[src/rtl/aesl_deadlock_pkg.sv]
// Shared types and width helpers for the AXI-Stream deadlock monitor.
// Related build option: AESL_DEADLOCK_STICKY_EN (consumed by the top module).
package aesl_deadlock_pkg;

    typedef enum logic [1:0] {
        ST_IDLE     = 2'd0,
        ST_SUSPECT  = 2'd1,
        ST_DEADLOCK = 2'd2
    } state_e;

    // Index/counter width: clog2 of the value, never narrower than one bit.
    function automatic int calc_width(input int value);
        int w;
        w = $clog2(value);
        if (w < 1) begin
            w = 1;
        end else begin
            w = w;
        end
        return w;
    endfunction

endpackage

[src/rtl/aesl_deadlock_axis_monitor_if.sv]
// Bundle of the monitored block/idle flags, the clear pulse and the deadlock report.
// Related build option: AESL_DEADLOCK_STICKY_EN (affects only the monitor behaviour).
interface aesl_deadlock_axis_monitor_if #(
    parameter int NUM_AXIS = 4,
    parameter int NUM_INST = 2
);
    import aesl_deadlock_pkg::*;

    localparam int IDX_W = calc_width(NUM_AXIS);

    logic [NUM_AXIS-1:0] axis_block_sigs;
    logic [NUM_INST-1:0] inst_idle_sigs;
    logic [NUM_INST-1:0] inst_block_sigs;
    logic                clear;
    logic [NUM_AXIS-1:0] axis_block_info;
    logic [IDX_W-1:0]    first_idx;
    logic                block;

    // Bench / parent side: drives the flags, consumes the report.
    modport master (
        output axis_block_sigs,
        output inst_idle_sigs,
        output inst_block_sigs,
        output clear,
        input  axis_block_info,
        input  first_idx,
        input  block
    );

    // Monitor side.
    modport slave (
        input  axis_block_sigs,
        input  inst_idle_sigs,
        input  inst_block_sigs,
        input  clear,
        output axis_block_info,
        output first_idx,
        output block
    );

endinterface

[src/rtl/aesl_deadlock_prio_enc.sv]
// Lowest-set-bit priority encoder used to name the first blocked channel.
// Related build option: AESL_DEADLOCK_STICKY_EN (not used here).
module aesl_deadlock_prio_enc
    import aesl_deadlock_pkg::*;
#(
    parameter int NUM_AXIS = 4,
    parameter int IDX_W    = calc_width(NUM_AXIS)
) (
    input  logic [NUM_AXIS-1:0] i_vec,
    output logic [IDX_W-1:0]    o_idx,
    output logic                o_valid
);

    // Scan upward; the first set bit wins and later bits are ignored.
    always_comb begin
        o_idx   = '0;
        o_valid = 1'b0;
        for (int i = 0; i < NUM_AXIS; i++) begin
            o_idx   = (i_vec[i] && !o_valid) ? IDX_W'(i) : o_idx;
            o_valid = o_valid | i_vec[i];
        end
    end

endmodule

[src/rtl/aesl_deadlock_axis_monitor.sv]
// Deadlock monitor: declares deadlock after BLOCK_THRESH consecutive candidate cycles.
// Build option AESL_DEADLOCK_STICKY_EN: DEADLOCK is left only through clear or reset.
module aesl_deadlock_axis_monitor
    import aesl_deadlock_pkg::*;
#(
    parameter int NUM_AXIS     = 4,
    parameter int NUM_INST     = 2,
    parameter int BLOCK_THRESH = 16
) (
    input  logic                          clock,
    input  logic                          reset_n,
    aesl_deadlock_axis_monitor_if.slave   bus
);

    localparam int IDX_W = calc_width(NUM_AXIS);
    localparam int CNT_W = calc_width(BLOCK_THRESH + 1);
    localparam logic [CNT_W-1:0] CNT_LAST = CNT_W'(BLOCK_THRESH - 1);

    logic [NUM_AXIS-1:0] w_axis_block;
    logic [NUM_INST-1:0] w_inst_idle;
    logic [NUM_INST-1:0] w_inst_block;
    logic                w_clear;
    logic                w_cand;

    state_e              r_state;
    state_e              w_state_nxt;
    logic [CNT_W-1:0]    r_cnt;
    logic [CNT_W-1:0]    w_cnt_nxt;
    logic                w_load_snap;
    logic                w_clr_snap;

    logic [IDX_W-1:0]    w_enc_idx;
    logic                w_enc_valid;

    logic                r_block;
    logic [NUM_AXIS-1:0] r_axis_block_info;
    logic [IDX_W-1:0]    r_first_idx;

    assign w_axis_block = bus.axis_block_sigs;
    assign w_inst_idle  = bus.inst_idle_sigs;
    assign w_inst_block = bus.inst_block_sigs;
    assign w_clear      = bus.clear;

    // All instances idle means the region has finished, never a deadlock.
    assign w_cand = (|w_axis_block) & (|w_inst_block) & ~(&w_inst_idle);

    aesl_deadlock_prio_enc #(
        .NUM_AXIS (NUM_AXIS),
        .IDX_W    (IDX_W)
    ) u_prio_enc (
        .i_vec   (w_axis_block),
        .o_idx   (w_enc_idx),
        .o_valid (w_enc_valid)
    );

    // Next-state, persistence counter and snapshot control; clear overrides everything.
    always_comb begin
        w_state_nxt = r_state;
        w_cnt_nxt   = r_cnt;
        w_load_snap = 1'b0;
        w_clr_snap  = 1'b0;
        if (w_clear) begin
            w_state_nxt = ST_IDLE;
            w_cnt_nxt   = '0;
            w_clr_snap  = 1'b1;
        end else begin
            case (r_state)
                ST_IDLE: begin
                    w_cnt_nxt = '0;
                    if (w_cand) begin
                        if (BLOCK_THRESH == 1) begin
                            w_state_nxt = ST_DEADLOCK;
                            w_load_snap = 1'b1;
                        end else begin
                            w_state_nxt = ST_SUSPECT;
                            w_cnt_nxt   = CNT_W'(1);
                        end
                    end else begin
                        w_state_nxt = ST_IDLE;
                    end
                end
                ST_SUSPECT: begin
                    if (!w_cand) begin
                        w_state_nxt = ST_IDLE;
                        w_cnt_nxt   = '0;
                    end else if (r_cnt == CNT_LAST) begin
                        // Counter parks at its last value; it never passes BLOCK_THRESH-1.
                        w_state_nxt = ST_DEADLOCK;
                        w_load_snap = 1'b1;
                    end else begin
                        w_cnt_nxt = r_cnt + CNT_W'(1);
                    end
                end
                ST_DEADLOCK: begin
`ifdef AESL_DEADLOCK_STICKY_EN
                    w_state_nxt = ST_DEADLOCK;
`else
                    if (!w_cand) begin
                        w_state_nxt = ST_IDLE;
                        w_cnt_nxt   = '0;
                        w_clr_snap  = 1'b1;
                    end else begin
                        w_state_nxt = ST_DEADLOCK;
                    end
`endif
                end
                default: begin
                    w_state_nxt = ST_IDLE;
                    w_cnt_nxt   = '0;
                    w_clr_snap  = 1'b1;
                end
            endcase
        end
    end

    // State and counter registers.
    always_ff @(posedge clock or negedge reset_n) begin
        if (!reset_n) begin
            r_state <= ST_IDLE;
            r_cnt   <= '0;
        end else begin
            r_state <= w_state_nxt;
            r_cnt   <= w_cnt_nxt;
        end
    end

    // Registered report: block flag plus the channel snapshot taken on DEADLOCK entry.
    always_ff @(posedge clock or negedge reset_n) begin
        if (!reset_n) begin
            r_block           <= 1'b0;
            r_axis_block_info <= '0;
            r_first_idx       <= '0;
        end else begin
            r_block <= (w_state_nxt == ST_DEADLOCK);
            if (w_clr_snap) begin
                r_axis_block_info <= '0;
                r_first_idx       <= '0;
            end else if (w_load_snap && w_enc_valid) begin
                r_axis_block_info <= w_axis_block;
                r_first_idx       <= w_enc_idx;
            end else begin
                r_axis_block_info <= r_axis_block_info;
                r_first_idx       <= r_first_idx;
            end
        end
    end

    assign bus.block           = r_block;
    assign bus.axis_block_info = r_axis_block_info;
    assign bus.first_idx       = r_first_idx;

endmodule

[src/flat_wrapper.sv]
// flat-port wrapper written by rule: the top's interface ports become plain ports
module aesl_deadlock_axis_monitor_flat import aesl_deadlock_pkg::*;
#(
    parameter int NUM_AXIS     = 4,
    parameter int NUM_INST     = 2,
    parameter int BLOCK_THRESH = 16
)
  (clock, reset_n, bus_axis_block_sigs, bus_inst_idle_sigs, bus_inst_block_sigs, bus_clear, bus_axis_block_info, bus_first_idx, bus_block);
  aesl_deadlock_axis_monitor_if #(.NUM_AXIS(NUM_AXIS), .NUM_INST(NUM_INST)) bus_i ();
  input  logic clock;
  input  logic reset_n;
  input wire logic [$bits(bus_i.axis_block_sigs)-1:0] bus_axis_block_sigs;
  input wire logic [$bits(bus_i.inst_idle_sigs)-1:0] bus_inst_idle_sigs;
  input wire logic [$bits(bus_i.inst_block_sigs)-1:0] bus_inst_block_sigs;
  input wire logic [$bits(bus_i.clear)-1:0] bus_clear;
  output wire logic [$bits(bus_i.axis_block_info)-1:0] bus_axis_block_info;
  output wire logic [$bits(bus_i.first_idx)-1:0] bus_first_idx;
  output wire logic [$bits(bus_i.block)-1:0] bus_block;
  assign bus_i.axis_block_sigs = bus_axis_block_sigs;
  assign bus_i.inst_idle_sigs = bus_inst_idle_sigs;
  assign bus_i.inst_block_sigs = bus_inst_block_sigs;
  assign bus_i.clear = bus_clear;
  assign bus_axis_block_info = bus_i.axis_block_info;
  assign bus_first_idx = bus_i.first_idx;
  assign bus_block = bus_i.block;
  aesl_deadlock_axis_monitor #(.NUM_AXIS(NUM_AXIS), .NUM_INST(NUM_INST), .BLOCK_THRESH(BLOCK_THRESH)) u_core (.clock(clock), .reset_n(reset_n), .bus(bus_i));
endmodule
[config.mk]
export PLATFORM = sky130hd
export DESIGN_NAME = aesl_deadlock_axis_monitor_flat
export DESIGN_NICKNAME = d
export VERILOG_FILES = /design/src/rtl/aesl_deadlock_pkg.sv /design/src/rtl/aesl_deadlock_axis_monitor_if.sv /design/src/rtl/aesl_deadlock_prio_enc.sv /design/src/rtl/aesl_deadlock_axis_monitor.sv /design/src/flat_wrapper.sv
export SDC_FILE = /design/constraint.sdc
export NUM_CORES = 1
export LEC_CHECK = 0
export BUFFER_PORTS_ARGS = -buffer_cell sky130_fd_sc_hd__buf_2
export CORE_MARGIN = 4
export CORE_UTILIZATION = 47
export CTS_BUF_LIST = sky130_fd_sc_hd__clkbuf_16
export CTS_CLUSTER_SIZE = 10
export DETAILED_ROUTE_END_ITERATION = 8
export PLACE_DENSITY_LB_ADDON = 0.3
export SETUP_SLACK_MARGIN = 0.1
export SLEW_MARGIN = 40
export SYNTH_ARGS = -nofsm -noshare
export SYNTH_HDL_FRONTEND = slang
export SYNTH_HIERARCHICAL = 1
export SYNTH_SLANG_ARGS = --single-unit
[constraint.sdc]
create_clock -name clock -period 3.25 [get_ports clock]
set_clock_uncertainty 0.15 [all_clocks]
set_input_delay 0.4875 -clock clock [delete_from_list [all_inputs] [get_ports clock]]
set_output_delay 0.4875 -clock clock [all_outputs]
set_load 0.05 [all_outputs]
==> results of run 1 <==
## flip-flops by register name, indices dropped and copies added, names as in the netlist
name,count
u_core/r_state,2
u_core/r_cnt,5
u_core/bus.block,1
u_core/bus.first_idx,2
u_core/bus.axis_block_info,4
## kinds of logic (layout without fill, tap and decap cells)
group	count (synthesis)	after routing	synth area share, %
flops	14	14	47.9
simple gates	23	23	18.6
mux	2	2	2.91
buf+inv	4	24	3.25
fa+ha+maj	2	2	3.42
xor+xnor	3	3	3.59
compound gates	17	17	20.3
## how the worst min path moves through the flow
stage | from | endpoint | slack, ns | depth (start not counted)
after floorplan | reset_n | u_core/bus.axis_block_info[0] | 0.04 | 0
after global placement | reset_n | u_core/r_cnt[4] | 0.24 | 1
after detailed placement | reset_n | u_core/r_cnt[4] | 0.24 | 1
after CTS | u_core/bus.first_idx[0] | u_core/bus.first_idx[0] | 0.35 | 1
after global routing | u_core/bus.axis_block_info[0] | u_core/bus.axis_block_info[0] | 0.36 | 1
final | u_core/bus.first_idx[0] | u_core/bus.first_idx[0] | 0.35 | 1
## synthesized netlist by cell type, types with 2 or more instances
cell / n
dfrtp_1: 14
nor2_1: 7
a22o_1: 6
a22oi_1: 4
nor2b_1: 3
a21oi_1: 2
ha_1: 2
inv_1: 2
nand2b_1: 2
nor3_1: 2
xnor2_1: 2
## routing by layer
layer,track usage [%],wire length [µm]
met2,24.6,676
met1,19.2,677
met5,0,0
met4,6.63,22
met3,7.52,100
## layout make-up
| type | count | area [µm²] |
|---|---|---|
| Clock buffer | 3 | 75.1 |
| Clock inverter | 1 | 3.75 |
| Fill cell | 113 | 474 |
| Inverter | 2 | 7.51 |
| Multi-Input combinational cell | 47 | 358 |
| Sequential cell | 14 | 350 |
| Tap cell | 15 | 18.8 |
| Timing Repair Buffer | 18 | 95.1 |
## stage by stage
step / instances / hold WS (ns)
finish: 100 / 0.349
CTS: 100 / 0.353
detailed placement: 95 / 0.242
global placement: 95 / 0.240
global route: 100 / 0.364
floorplan: 65 / 0.0419
## report_power, final
group	switching, W	internal (W)
Clock	0.0000636	0.000162
Sequential	0.00000342	0.000177
Combinational	0.0000171	0.0000121
Total	0.0000841	0.000351
## critical path, stage by stage (launching register included)
cell and delay, ns:
dfrtp_1 0.42, ha_1 0.23, and3_1 0.19, ha_1 0.29, nand3_1 0.21, nor3_1 0.08, o32ai_2 0.42, a22o_1 0.22
==> results.toml, run 1 <==
[worst_setup_path]
crit_path_end_kind = "flop"
crit_start = "u_core/r_cnt[0]"
cp-start-kind = "flop"
reg2reg_to = "u_core/bus.axis_block_info[2]"
r2r_cells = 7
crit_end = "u_core/bus.axis_block_info[2]"
worstPathRequired_ns = 3.28
setup.worst_path.class = "reg -> reg"
reg2reg_from = "u_core/r_cnt[0]"
crit_arrival_ns = 2.30
worstPathMaxFanout = 8
rrSetupSlack_ns = 0.98

[synthesis]
syn_avg_cell_area_um2 = 11.3
synth_edf_count = 0
ys_types = 30
seq_area_frac_synth_pct = 47.9
yosys_warnings = 6
synth_async_sr_flop_share_pct = 100
syn_nets = 78
synth_top_area_share_pct = 47.9
synth_cells = 65
synthTopCellsByArea = "dfrtp_1, a22o_1, a22oi_1"
synth_top_area_cell = "dfrtp_1"
synth_ff_type = "dfrtp_1"
mappedNetlistArea_um2 = 732
ys_ff_latch = 14

[finish]
layout_common_cells = "buf_2, dfrtp_1, nor2_1, a22o_1, a22oi_1"
final_cell_area_um2 = 908
final_common_cell = "buf_2"
antenna_cells = 0
syn2layout_area_growth_pct = 24.1
nets = 99
post-route-util_pct = 65.7
drive_gt1_share_pct = 30.6

[detailed_routing]
wl_per_cell_um = 14.8
dr.pass1.iters = 4
via_per_inst = 5.69
postRouteAntennaNets = 0
wirelength_um = 1480
drc = 0
vias = 569
drt_iter0_drc = 11

[power_and_ir_drop]
power_density_nw_per_um2 = 479
p_total_w = 0.000435
p_leak_nw = 0.437
ir_worst_vdd_mv = 0.342

[min_path]
hold_path.class = "reg -> reg"

[clocking]
cts_made_buffers = 3
cts-root-buf = "clkbuf_16"
cts_setup_buffers = 0
htree_levels = 1
insertion_delay_ns = 0.24
ctsHoldBuffers = 1
cts_sinks = 14
clkTransAtPathRegs_ns = 0.04
post_cts_resized = 0
clockBufferDepth = 2
tritoncts = "built"

[sta]
fin_crit_ns = 2.27
setup_viol = 0
fmax_mhz = 440
tns_ns = 0
max_slew_margin_pct = 69.3
timing.final.crit_share_pct = 70.0
slew_viol_final = 0
worstMarginPinSlew_ns = 0.460
worst_slack_ns = 0.975
rsz0062_at_grt = "false"
finalHoldViolCount = 0

[placement]
dp_slack_ns = 1.01
port_buffers = 17
dp_hpwl_um = 1130
dpl_cell_area_um2 = 820
gp_congestion = 0.785

[global_routing]
first_global_vias = 564
grt.total_usage_pct = 16.0
grt_max_degree = 15
grt_pass1_wl_um = 2390
antenna_found_initial = 0
overflow = 0

[die]
coreArea_um2 = 1380
start_util_pct = 52.9
die_area_um2 = 2250
io_pins = 18
die-width_um = 47.5
core.rowCount = 13
die_h_um = 47.5

[flow_run]
drv_cap = 0

[status]
status = "complete, no violations"
Note: power is estimated with default switching activity, not from simulation.
==> inputs of run 2 (changes only) <==
--- a/config.mk
+++ b/config.mk
@@ -5,6 +5,7 @@
 export SDC_FILE = /design/constraint.sdc
 export NUM_CORES = 1
 export LEC_CHECK = 0
+export ABC_AREA = 1
 export BUFFER_PORTS_ARGS = -buffer_cell sky130_fd_sc_hd__buf_2
 export CORE_MARGIN = 4
 export CORE_UTILIZATION = 47
==> constraint.sdc (replaced) <==
create_clock -name clock -period 2.4 [get_ports clock]
set_clock_uncertainty 0.15 [all_clocks]
set_input_delay 0.36 -clock clock [delete_from_list [all_inputs] [get_ports clock]]
set_output_delay 0.36 -clock clock [all_outputs]
set_load 0.05 [all_outputs]
==> results.toml, run 2 <==
[global_routing]
grt.total_usage_pct = 14.3
grt_max_degree = 15
antenna_found_initial = 0
first_global_vias = 651
overflow = 0
grt_pass1_wl_um = 2720

[placement]
dp.cells = 128
port_buffers = 17
gp_congestion = 0.854
dp_hpwl_um = 1250

[finish]
regMostFlops = "u_core/r_cnt"
drive_gt1_share_pct = 30.8
final_common_cell = "nand2_1"
antenna_cells = 0
layout.cells.non_filler = 133
syn2layout_area_growth_pct = 23.8
nets = 131
layout_common_cells = "nand2_1, buf_2, nand3_1, dfrtp_1"
largest_reg_flops = 5
post-route-util_pct = 63.9

[clocking]
tritoncts = "built"
htree_levels = 1
clkTransAtPathRegs_ns = 0.05
clockBufferDepth = 2
cts_sinks = 14
insertion_delay_ns = 0.24
cts_made_buffers = 3
cts-root-buf = "clkbuf_16"
post_cts_resized = 0

[synthesis]
synth_ff_type = "dfrtp_1"
syn_nets = 108
synth_async_sr_flop_share_pct = 100
seq_area_frac_synth_pct = 43.1
synthTopCellsByArea = "dfrtp_1, nand2_1, nand3_1"
synth_cells = 95
ys_ff_latch = 14
synth_top_area_share_pct = 43.1
mappedNetlistArea_um2 = 813
synth_edf_count = 0
ys_types = 22
synth.most_common_cell = "nand2_1"
yosys_warnings = 6
synth_top_area_cell = "dfrtp_1"
syn_avg_cell_area_um2 = 8.56
synth_common_cells = "nand2_1, dfrtp_1, nand3_1, inv_1, nor2_1"

[worst_setup_path]
slowest_stage = "dfrtp_1"
worstPathMaxFanout = 6
worstPathRequired_ns = 2.37
crit_arrival_ns = 1.82
cp_common_cell = "ha_1"
cp-start-kind = "flop"
crit_path_end_kind = "flop"
cp_num_buf_inv = 1
path_cells = "ha_1 > and3_1 > ha_1 > nand3_2 > nand2_2 > nand4_4 > clkinv_2 > nand2_1 > o21ai_2"
setup.worst_path.class = "reg -> reg"
slowest_delay_ns = 0.41
critPathTopFamily = "simple AND/OR/NAND/NOR gates"

[detailed_routing]
wl_per_cell_um = 12.2
wirelength_um = 1620
met1Wirelength_um = 740
wl_met3_um = 62
vias = 682
postRouteAntennaNets = 0
routed.top_layer = "met4"
drc = 0
dr.pass1.iters = 4
via_per_inst = 5.13
drt_iter0_drc = 13
wl_met2_um = 781

[sta]
worstMarginPinSlew_ns = 0.305
fin_crit_ns = 1.85
finalHoldViolCount = 0
slew_viol_final = 0
tns_ns = 0
rsz0062_at_grt = "false"
fmax_mhz = 540
timing.final.crit_share_pct = 77.1
setup_viol = 0
max_slew_margin_pct = 79.7
worst_hold_slack_ns = 0.246

[min_path]
hold_path.class = "in -> reg"

[die]
start_util_pct = 51.6
core.rowCount = 14
die-width_um = 49.6
io_pins = 18
coreArea_um2 = 1580
die_h_um = 49.6
die_area_um2 = 2460

[power_and_ir_drop]
p_leak_nw = 0.561
ir_worst_vdd_mv = 0.330
power_density_nw_per_um2 = 608

[status]
status = "complete, no violations"

[flow_run]
drv_cap = 0
## run 2: cell types whose count changed in the layout (fill, tap and decap cells not counted), sizes merged, moves of 2 or more
cell	before	now
nand2b	2	0
o21ai	0	2
inv	2	11
nand4	0	4
a22oi	4	0
nor2	7	12
nand3	1	15
nand2	1	26
a22o	6	0
nor2b	3	0
## run 2: tightest hold or removal path, delay by kind of cell
kind / cells / cell delay (ns)
buffers and inverters: 1 / 0.11
AND/OR/NAND/NOR: 2 / 0.14
## run 2: where the power goes
part            total, W  internal (W)  switching, W
Clock           0.000315      0.000220     0.0000945
Combinational  0.0000542     0.0000183     0.0000359
Sequential      0.000243      0.000239    0.00000356
## run 2: timing repair
item	4_1_cts	5_1_grt
setup endpoints to repair	0	0
setup buffers	0	0
hold buffers	1	0
endpoints found under the hold margin	14	0
## run 2: final cells by class
type / count / area (µm²)
multi-input combinational: 69 / 417
sequential: 14 / 350
timing repair buffer: 18 / 95.1
clock buffer: 3 / 75.1
inverter: 12 / 46.3
tap: 16 / 20.0
clock inverter: 1 / 3.75
fill: 139 / 569
## run 2: cells by family after synthesis
| family | Yosys count | synth area share, % |
|---|---|---|
| flip-flops | 14 | 43.1 |
| adder cells (fa/ha/maj) | 2 | 3.08 |
| AO/OA/AOI/OAI | 5 | 4.77 |
| XOR/XNOR | 2 | 2.15 |
| AND/OR/NAND/NOR | 60 | 41.2 |
| buffers and inverters | 12 | 5.69 |
## run 2: worst paths after layout
path | startpoint | slack (ns) | to | cells past startpoint
worst max-delay path | u_core/r_cnt[0] | 0.55 | u_core/r_cnt[1] | 9
worst min-delay path | bus_axis_block_sigs[3] | 0.25 | u_core/bus.axis_block_info[3] | 3
worst max register to register | u_core/r_cnt[0] | 0.55 | u_core/r_cnt[1] | 9
worst min register to register | u_core/bus.axis_block_info[3] | 0.34 | u_core/bus.axis_block_info[3] | 2
max in group asynchronous | reset_n | 1.48 | u_core/r_cnt[1] | 2
min in group asynchronous | reset_n | 0.39 | u_core/bus.first_idx[0] | 2
## run 2: layer usage
layer  up-vias  GRT usage (%)
met5         -              0
met4         0           6.91
met3         5           2.71
met2        14           24.9
met1       309           16.6
li1        354              -
## run 2: stage by stage
stage / worst slack [ns] / total power, W / area, µm²
final: 0.550 / 0.000612 / 1010
after global routing: 0.434 / 0.000638 / 1010
after CTS: 0.546 / 0.000619 / 1010
after detailed placement: 0.581 / 0.000300 / 918
after global placement: 0.624 / 0.000298 / 918
after floorplan: 0.674 / 0.000277 / 813
==> inputs of run 3 (changes only) <==
--- a/config.mk
+++ b/config.mk
@@ -8,7 +8,7 @@
 export ABC_AREA = 1
 export BUFFER_PORTS_ARGS = -buffer_cell sky130_fd_sc_hd__buf_2
 export CORE_MARGIN = 4
-export CORE_UTILIZATION = 47
+export CORE_UTILIZATION = 46
 export CTS_BUF_LIST = sky130_fd_sc_hd__clkbuf_16
 export CTS_CLUSTER_SIZE = 10
 export DETAILED_ROUTE_END_ITERATION = 8
==> constraint.sdc (replaced) <==
create_clock -name clock -period 1.61 [get_ports clock]
set_clock_uncertainty 0.15 [all_clocks]
set_input_delay 0.2415 -clock clock [delete_from_list [all_inputs] [get_ports clock]]
set_output_delay 0.2415 -clock clock [all_outputs]
set_load 0.05 [all_outputs]
==> results.toml, run 3 (synthesis gave the netlist of run 2 again) <==
[finish]
drive_gt1_share_pct = 47.7
antenna_cells = 0
layout_common_cells = "buf_2, nand2_1, dfrtp_1, nand3_1, buf_4"
post-route-util_pct = 73.9
syn2layout_area_growth_pct = 44.8
regMostFlops = "u_core/r_cnt"
nets = 142
largest_reg_flops = 5
fillerInstances = 94
final_common_cell = "buf_2"
ff_latch_area_um2 = 350
multi_input_area_um2 = 487

[min_path]
whs_path_depth = 3
hold_path.class = "in -> reg"
worstHoldStart = "bus_axis_block_sigs[0]"
hold-path-endpoint = "u_core/bus.axis_block_info[0]"

[die]
die_h_um = 50.0
die-width_um = 50.0
core.rowCount = 14
io_pins = 18
start_util_pct = 51.0
coreArea_um2 = 1590
die_area_um2 = 2500

[sta]
fin_crit_ns = 1.71
timing.final.crit_share_pct = 106
fmax_mhz = 585
finalHoldViolCount = 0
tns_ns = -0.958
setup_viol = 13
rsz0062_at_grt = "true"
max_slew_margin_pct = 79.1
worstMarginPinSlew_ns = 0.314
slew_viol_final = 0
worst_slack_ns = -0.101

[clocking]
htree_levels = 1
clkTransAtPathRegs_ns = 0.05
insertion_delay_ns = 0.24
clockBufferDepth = 2
tritoncts = "built"
cts_sinks = 14
cts-root-buf = "clkbuf_16"
cts_made_buffers = 3

[worst_setup_path]
worstPathMaxFanout = 6
worstPathRequired_ns = 1.59
reg2reg_to = "u_core/r_cnt[0]"
crit_path_end_kind = "flop"
crit_arrival_ns = 1.69
rrSetupSlack_ns = -0.10
r2r_cells = 8
slowest_delay_ns = 0.36
path_cells = "ha_2 > and3_4 > ha_4 > nand3_4 > nand2_4 > nand4_4 > nor2_2 > nor2_1"
setup.worst_path.class = "reg -> reg"
cp-start-kind = "flop"
slowest_stage = "dfrtp_1"
reg2reg_from = "u_core/r_cnt[0]"

[power_and_ir_drop]
netSwitchingFraction_pct = 22.2
power_density_nw_per_um2 = 782
p_leak_nw = 0.619
clock_power_share_pct = 50.7
seqPwrFrac_pct = 39.3
p_total_w = 0.000921
combPwrFrac_pct = 10.0
power.internal_w = 0.000716
p_sw_w = 0.000204
ir_worst_vdd_mv = 0.913

[detailed_routing]
wirelength_um = 2100
drt_iter0_drc = 26
wl_met2_um = 997
wl_met3_um = 175
postRouteAntennaNets = 0
dr.pass1.iters = 4
met1Wirelength_um = 908
wl_per_cell_um = 13.8
via_per_inst = 5.25
drc = 0
vias = 798
routed.top_layer = "met4"

[global_routing]
first_global_vias = 723
overflow = 0
antenna_found_initial = 0
grt_max_degree = 15
grt.total_usage_pct = 18.1
grt_pass1_wl_um = 3410

[placement]
dp_slack_ns = -0.0654
port_buffers = 17
dp_hpwl_um = 1400
gp_congestion = 0.866

[status]
violations = "negative setup slack"
status = "complete, but fails checks"

[flow_run]
drv_cap = 0
==> run 3: critical path, delay by kind of cell (launching register included) <==
| family | cells | cell delay [ns] |
|---|---|---|
| flip-flops | 1 | 0.36 |
| adder cells (fa/ha/maj) | 2 | 0.34 |
| AND/OR/NAND/NOR | 6 | 0.74 |
==> run 3: how the worst max path moves through the flow <==
stage / startpoint / endpoint / depth (start not counted)
floorplan: u_core/r_cnt[0] / u_core/bus.axis_block_info[0] / 8
global placement: u_core/r_cnt[1] / u_core/r_cnt[1] / 9
detailed placement: u_core/r_cnt[0] / u_core/r_cnt[0] / 8
CTS: u_core/r_cnt[0] / u_core/r_cnt[1] / 9
global route: u_core/r_cnt[0] / u_core/r_cnt[0] / 8
finish: u_core/r_cnt[0] / u_core/r_cnt[0] / 8
==> run 3: power groups by stage <==
stage,Clock [W],Combinational (W),Sequential (W)
finish,0.000467,0.0000918,0.000362
global route,0.000496,0.000102,0.000362
CTS,0.000468,0.0000888,0.000362
floorplan,0,0.0000470,0.000367
detailed placement,0,0.0000857,0.000367
global placement,0,0.0000836,0.000367
==> run 3: through the flow <==
| step | instance area [µm²] | hold WS, ns | std cells |
|---|---|---|---|
| after detailed placement | 1000 | 0.00331 | 141 |
| after floorplan | 850 | -0.204 | 95 |
| after CTS | 1120 | 0.155 | 148 |
| after global routing | 1180 | 0.167 | 152 |
| final | 1180 | 0.152 | 152 |
| after global placement | 1000 | -0.00310 | 141 |
==> run 3: layout make-up <==
class / count / share of cell area, %
well taps: 24 / 2.55
inverters: 12 / 4.25
multi-input cells: 69 / 41.3
repair buffers: 29 / 15.4
clock inverters: 1 / 0.319
clock buffers: 3 / 6.38
flip-flops and latches: 14 / 29.8
==> run 3: repair_timing <==
item	CTS	global route
pin swaps	4	8
buffers inserted	2	4
resized for setup	2	10
setup endpoints to repair	13	13
cloned	0	0
endpoints found under the hold margin	14	0
hold buffers	1	0
==> run 3: routing by layer <==
layer	vias up	global-route usage [%]
li1	378	-
met3	4	5.72
met4	0	6.45
met2	38	27.2
met1	378	24.2
met5	-	0
